File: src/rtl/fp_accum_pkg.sv
// Shared types and constants for the single-precision accumulation sequencer.
//   state_t : sequencer FSM states
//   FP_W    : IEEE-754 single-precision word width
//   FP_ZERO : +0.0 encoding, accumulator start value
//   FP_PINF : +inf encoding
package fp_accum_pkg;

    localparam int          FP_W    = 32;
    localparam logic [31:0] FP_ZERO = 32'h0000_0000;
    localparam logic [31:0] FP_PINF = 32'h7F80_0000;

    typedef enum logic [2:0] {
        IDLE,
        ACCEPT,
        ISSUE,
        WAIT,
        CAPTURE,
        DONE
    } state_t;

endpackage

File: src/rtl/fp_accum_seq.sv
// Sums a stream of `len` single-precision operands by driving an external
// two-register fpAdder with {acc, operand} and writing each result back.
// Ports:
//   clk, reset            clock, synchronous active-high reset
//   start, len            launch a run of `len` operands (sampled in IDLE)
//   in_data/valid/ready   operand stream handshake
//   add_a/b/en            to adder inputs and enable
//   add_result/add_ovf    from adder output register
//   sum, sum_ovf          final sum (held) and sticky overflow
//   busy, done            not-IDLE indicator, one-cycle result strobe
module fp_accum_seq
    import fp_accum_pkg::*;
#(
    parameter int LEN_W = 8
) (
    input  logic             clk,
    input  logic             reset,
    input  logic             start,
    input  logic [LEN_W-1:0] len,
    input  logic [FP_W-1:0]  in_data,
    input  logic             in_valid,
    output logic             in_ready,
    output logic [FP_W-1:0]  add_a,
    output logic [FP_W-1:0]  add_b,
    output logic             add_en,
    input  logic [FP_W-1:0]  add_result,
    input  logic             add_ovf,
    output logic [FP_W-1:0]  sum,
    output logic             sum_ovf,
    output logic             busy,
    output logic             done
);

    state_t            state_q, state_d;
    logic [FP_W-1:0]   acc_q, acc_d;
    logic [FP_W-1:0]   opnd_q, opnd_d;
    logic [LEN_W-1:0]  cnt_q, cnt_d;
    logic [FP_W-1:0]   sum_q, sum_d;
    logic              sum_ovf_q, sum_ovf_d;

    always_ff @(posedge clk) begin
        if (reset) begin
            state_q   <= IDLE;
            acc_q     <= FP_ZERO;
            opnd_q    <= FP_ZERO;
            cnt_q     <= '0;
            sum_q     <= FP_ZERO;
            sum_ovf_q <= 1'b0;
        end else begin
            state_q   <= state_d;
            acc_q     <= acc_d;
            opnd_q    <= opnd_d;
            cnt_q     <= cnt_d;
            sum_q     <= sum_d;
            sum_ovf_q <= sum_ovf_d;
        end
    end

    always_comb begin
        state_d   = state_q;
        acc_d     = acc_q;
        opnd_d    = opnd_q;
        cnt_d     = cnt_q;
        sum_d     = sum_q;
        sum_ovf_d = sum_ovf_q;
        in_ready  = 1'b0;
        add_en    = 1'b0;
        add_a     = FP_ZERO;
        add_b     = FP_ZERO;
        done      = 1'b0;

        case (state_q)
            IDLE: begin
                if (start) begin
                    acc_d     = FP_ZERO;
                    cnt_d     = len;
                    sum_ovf_d = 1'b0;
                    state_d   = (len == '0) ? DONE : ACCEPT;
                end
            end
            ACCEPT: begin
                in_ready = 1'b1;
                if (in_valid) begin
                    opnd_d  = in_data;
                    state_d = ISSUE;
                end
            end
            // Operands stay stable across both enabled cycles: the adder
            // latches them after ISSUE and registers its result after WAIT.
            ISSUE: begin
                add_a   = acc_q;
                add_b   = opnd_q;
                add_en  = 1'b1;
                state_d = WAIT;
            end
            WAIT: begin
                add_a   = acc_q;
                add_b   = opnd_q;
                add_en  = 1'b1;
                state_d = CAPTURE;
            end
            CAPTURE: begin
                acc_d     = add_result;
                sum_ovf_d = sum_ovf_q | add_ovf;
                cnt_d     = cnt_q - LEN_W'(1);
                state_d   = (cnt_q == LEN_W'(1)) ? DONE : ACCEPT;
            end
            DONE: begin
                done    = 1'b1;
                state_d = IDLE;
            end
            default: state_d = IDLE;
        endcase

        // Capture the next accumulator value on the edge into DONE, so the
        // sum is already visible while done is high (also covers len==0).
        if (state_d == DONE)
            sum_d = acc_d;
    end

    assign sum     = sum_q;
    assign sum_ovf = sum_ovf_q;
    assign busy    = (state_q != IDLE);

endmodule

File: config.mk
export PLATFORM = sky130hd
export DESIGN_NAME = fp_accum_seq
export DESIGN_NICKNAME = d
export VERILOG_FILES = /design/src/rtl/fp_accum_pkg.sv /design/src/rtl/fp_accum_seq.sv
export SDC_FILE = /design/constraint.sdc
export NUM_CORES = 1
export LEC_CHECK = 0
export BUFFER_PORTS_ARGS = -buffer_cell sky130_fd_sc_hd__buf_4
export CELL_PAD_IN_SITES_DETAIL_PLACEMENT = 0
export CELL_PAD_IN_SITES_GLOBAL_PLACEMENT = 1
export CORE_MARGIN = 2
export CORE_UTILIZATION = 32
export CTS_CLUSTER_DIAMETER = 100
export DETAILED_ROUTE_END_ITERATION = 10
export GPL_TIMING_DRIVEN = 0
export PLACE_DENSITY = 0.79
export SLEW_MARGIN = 15
export SYNTH_ARGS = -nofsm -noshare
export SYNTH_HDL_FRONTEND = slang
export SYNTH_SLANG_ARGS = --single-unit
File: constraint.sdc
create_clock -name clk -period 2 [get_ports clk]
set_input_delay 0.4 -clock clk [delete_from_list [all_inputs] [get_ports clk]]
set_output_delay 0.4 -clock clk [all_outputs]
set_load 0.05 [all_outputs]
After elaboration in Yosys (flattened, before gate mapping)
Cells that the tools add are included.
- add/subtract/negate cells: 1
- multiply operators: 0
- divide/modulo/power cells: 0
- order comparisons: 0
- equal/unequal tests: 8
- shifts and indexed selects: 0
- multiplexer cells: 16
- bitwise gates (word level): 1
- reductions and logical operators: 7
- operators with widths (cell ; number):
    32-bit 2-to-1 mux ; 3
    32-bit case mux with 2 select lines ; 1
    8-bit case mux with 2 select lines ; 1
    3-bit case mux with 5 select lines ; 1
    3-bit 2-to-1 mux ; 4
    3-bit equality test (second input constant) ; 3
    8-bit by 1-bit equality test with 1-bit output (second input constant) ; 1
    8-bit zero test ; 1
    8-bit 2-to-1 mux ; 1
    8-bit by 1-bit subtractor with 8-bit output (second input constant) ; 1
    3-bit by 2-bit equality test with 1-bit output (second input constant) ; 2
    1-bit 2-to-1 mux ; 4
    2-bit AND reduction ; 2
    3-bit by 1-bit equality test with 1-bit output (second input constant) ; 1
    3-bit zero test ; 1
    3-bit nonzero test ; 1
    2-bit != test (second input constant) ; 1
    1-bit case mux with 2 select lines ; 1
    2-bit nonzero test ; 1
    2-bit OR reduction ; 1
    1-bit OR ; 1
- flip-flop bits (word level): 108
- bits in latches: 0
- memory bits (writable): 0
- ROM bits: 0
- output and inout bits: 101
- memories: 0

Depth between registers and ports, before layout
- depth in word-level cells: 5
- mapped depth: 6

Least setup slack after synthesis
Ideal clock, no wire load.
- kind: register -> output
- from: register state_q[1]
- to: output add_a[22]
- arrival time: 1.838 ns
- slack: -0.238 ns
- stages on the path, launching flop included: 4
- path through: dfxtp_1 -> nor2b_1 -> clkbuf_1 -> and2_1
- word-level cells in the longest chain between the ends: 3
- elaborated cells on any way between the ends: 4
- RTL lines (item ; line ; text):
    start, declared ; fp_accum_seq.sv:34 ; state_t state_q, state_d;
    start signal, assigned ; fp_accum_seq.sv:50 ; state_q <= state_d;
    3-bit by 2-bit equality test with 1-bit output ; fp_accum_seq.sv:72 ; case (state_q)
    2-bit OR reduction (no line) * ; -- ;
    32-bit 2-to-1 mux * ; fp_accum_seq.sv:72 ;
    end, declared ; fp_accum_seq.sv:23 ; output logic [FP_W-1:0] add_a,
Mark *: on every way between the ends. The rest lies on a longest branch, timed or not.

Final worst setup path
- from: register state_q[2]
- to: output add_a[19]
Same word-level chain as after synthesis.

==> run summary <==
GRT Util Overall -> 18.0%
Run status -> complete, but fails checks
Violation count after the first detailed-route iteration -> 261
Starting utilization of the core area -> 32.5%
Routed wire length on met3 -> 660 microns
Hold Path Origin -> add_result[28]
Buffers on Ports -> 177
Critical Path Sink Type -> primary output
FMAX -> 484 MHz
Post-layout minimum cycle time -> 2.06 ns
Source of the critical timing path -> state_q[2]
Crit share post-route -> 103%
Capturing element of the worst setup path -> add_a[19]
Overall die area -> 15000 sq um
Via count of the first global-routing pass -> 4203
Highest net fanout along the worst path -> 7
Clock tree from TritonCTS -> yes
Fraction of power spent switching nets -> 24.4%
Cells along the critical path -> clkbuf_16 -> nor2b_4 -> clkbuf_16 -> clkbuf_8 -> and2_4 -> buf_8
Net count of the mapped netlist -> 555
Remaining design rule violation count -> 0
Number of placement rows -> 43
Unrepaired setup endpoints after global routing -> yes
Leakage -> 3.20 nW
Final Non-Filler Cells -> 869
Max clock buf depth -> 2
Reported net switching power -> 1.18 mW
Category of the worst setup path launch point -> register
Max-slew violation count -> 0
Flop pwr share -> 46.5%
Reg2Reg Capture Point -> sum[29]
Clock tree root driver cell -> clkbuf_16
Antenna violations before repair -> 0
Cells after Synth -> 476
Post-Route M1 WL -> 6050 microns
CORE AREA -> 13800 sq um
Synth warnings -> 0
Setup slack of the critical path after layout -> -0.0647 ns
Critical Path Most Common Cell -> clkbuf_16
Fraction of final layout cells sized beyond drive strength 1 -> 46.9%
Residual antenna-violating net count after detailed routing -> 0
Relative slew slack -> 61.0%
Chip Width -> 123 microns
# Max-Cap Violations -> 0
Async set-reset flop share out of synthesis -> 0%
RR Startpoint -> state_q[1]
Clock transition at path regs -> 0.07 ns
Slack of the worst reg-to-reg path -> 0 ns
Crit-path max cell delay -> 0.37 ns
TritonCTS buffer count -> 9
Classification of the worst-slack hold path -> input pin to register
Crit path arrival time -> 1.66 ns
Setup violation total in the final timing report -> 49
Worst reg-to-reg path cell count -> 6
Share of the core filled with cells in the final layout -> 53.4%
Worst ir drop on vdd -> 0.000372 V
First-pass GRT wire length -> 21000 microns
Filler instances -> 1248
Worst Path Class, Setup -> register to primary output
Violated checks -> negative setup slack
H-tree levels -> 3
Post-detail-place hpwl -> 9560 microns
DR WL met2 -> 7110 microns
Combinational share of power -> 12.3%
Relative contribution of the clock network to total power -> 41.1%
Proportion of synthesized chip area in sequential cells -> 48.0%
Synth-to-Final Area Change -> 64.2%
DR vias -> 4226
Cell count after placement -> 833
Number of buffers inserted by hold repair at cts -> 0
Number of distinct library cells after synthesis -> 38
Total routed wirelength -> 14100 microns
Placed Area -> 6110 sq um
Pin count of the biggest net entering global routing -> 18
Ant diodes -> 0
Critical Path RT -> 1.60 ns
Dominant register cell in the synthesized netlist -> dfxtp_1
Final Hold Viols -> 0
Highest-delay cell along the critical path -> dfxtp_4
Final global-route overflow total -> 0
Number of top-level pins -> 178
Avg WL per Cell -> 16.2 microns
Source-to-sink clock delay at the later pin of the worst-skew pair -> 0.35 ns
Clk_skew -> 0.0102 ns
Die Span Y -> 123 microns
Syn_area_per_cell -> 9.45 sq um
Worst hold slack -> 0.293 ns
Finished Cell Area -> 7390 sq um
Power Dens Cells -> 653 nW/um^2
Nets -> 763
Cell-internal power -> 3.65 mW
Number of enable-type register cells in the synthesized netlist -> 0
Worst Tran Pin Value -> 0.585 ns
Routability-driven placement congestion ratio -> 0.902
Sinks on Clock Net -> 108
Syn Std Cell Area -> 4500 sq um
PnR Total Power -> 4.83 mW
Highest routing layer actually used -> met4
DR vias/cell -> 4.86
Initial DRT Pass Iterations -> 4
Flop and latch count out of synthesis -> 108
-- cell families after synthesis --
family                   Yosys count  synth area share, %
flip-flops                       108                 48.0
buffers and inverters             35                 3.53
adder cells (fa/ha/maj)            2                0.556
XOR/XNOR                           1                0.195
multiplexers                      33                 9.06
AND/OR/NAND/NOR                  204                 24.4
AO/OA/AOI/OAI                     93                 14.2
-- sequential cells by signal (all words and copies together), names as in the netlist --
register,cells
acc_q,32
opnd_q,32
sum,32
cnt_q,8
state_q,3
sum_ovf,1
-- cell type report --
cell class / instances / area [sq um] / area share [%]
buffer: 31 / 278 / 3.76
clock inverter: 5 / 83.8 / 1.13
clock buffer: 11 / 253 / 3.42
multi-input combinational: 333 / 2410 / 32.7
sequential: 108 / 2170 / 29.4
timing repair buffer: 198 / 1950 / 26.4
inverter: 3 / 11.3 / 0.152
tap: 180 / 225 / 3.05
-- repair_timing --
action | in CTS | in global routing
endpoints found under the setup margin | 127 | 96
pin swaps | 44 | 3
gates resized for setup | 171 | 53
cloned | 5 | 3
setup buffers | 8 | 5
-- layer usage --
metal  up-vias  GRT usage, %
li1       2038             -
met1      2040          22.5
met2       124          30.3
met3        24          3.62
met4         0          6.82
met5         -             0
-- synth_stat cells, types with 2 or more instances --
library cell,number,share of area (%)
nand2b_1,3,0.42
nand2_1,72,6.0
a22o_1,32,6.2
dfxtp_1,108,48
inv_1,3,0.25
a2bb2oi_1,2,0.39
o21ai_0,6,0.67
nor2_1,11,0.92
a211oi_1,4,0.67
nor2b_1,35,4.9
buf_6,3,0.75
mux2_2,21,5.3
o211ai_1,2,0.33
or2_2,2,0.28
buf_2,4,0.44
o22ai_1,3,0.42
and2_1,65,9.0
nand3_1,5,0.56
nand4_1,2,0.28
clkbuf_1,25,2.1
a21oi_1,37,4.1
mux2_4,10,3.3
ha_1,2,0.56
a31oi_1,4,0.56
nor3_1,2,0.22
-- worst max-delay path, delay by kind of cell, from the launching register on --
| family | cells | cell delay (ns) |
|---|---|---|
| buffers and inverters | 4 | 0.64 |
| flip-flops | 1 | 0.37 |
| AND/OR/NAND/NOR | 2 | 0.31 |
-- stage by stage --
step	setup TNS (ns)	setup slack, ns
after global placement	-36.79	-0.597
after detailed placement	-37.63	-0.584
final	-1.71	-0.0647
after global routing	-7.03	-0.120
after CTS	-3.39	-0.0899
after floorplan	0	0.0438
-- layout by cell type (no fill, tap or decap), types with 2 or more instances in the layout --
cell and n:
buf_4 135, dfxtp_1 105, nand2_1 72, buf_8 50, and2_4 46, a21oi_1 36
nor2b_1 34, a22o_1 32, mux2_4 32, and2_1 19, clkbuf_16 15, clkbuf_1 14
nor2_1 10, buf_6 10, clkbuf_8 8, o21ai_0 6, nand3_1 5, a31oi_1 4
a211oi_1 4, inv_1 3, nand2b_1 3, o22ai_1 3, buf_2 3, clkbuf_2 3
a2bb2oi_1 2, or2_2 2, o211ai_1 2, nand4_1 2, buf_12 2, ha_1 2
clkinvlp_4 2, bufinv_16 2, dfxtp_4 2
-- how the worst min path moves through the flow --
stage / end / slack, ns / cells past startpoint
final: acc_q[28] / 0.29 / 2
after global routing: acc_q[28] / 0.28 / 2
after CTS: acc_q[28] / 0.27 / 2
after detailed placement: opnd_q[19] / 0.44 / 2
after global placement: opnd_q[3] / 0.44 / 2
after floorplan: opnd_q[13] / 0.43 / 2
-- power by group through the flow --
stage,registers (mW),logic [mW],clock network [mW]
detailed placement,2.29,0.502,0
floorplan,2.28,0.276,0
global route,2.26,0.645,2.12
global placement,2.28,0.495,0
CTS,2.25,0.573,2.01
finish,2.25,0.596,1.99
Note: power is estimated with default switching activity, not from simulation.
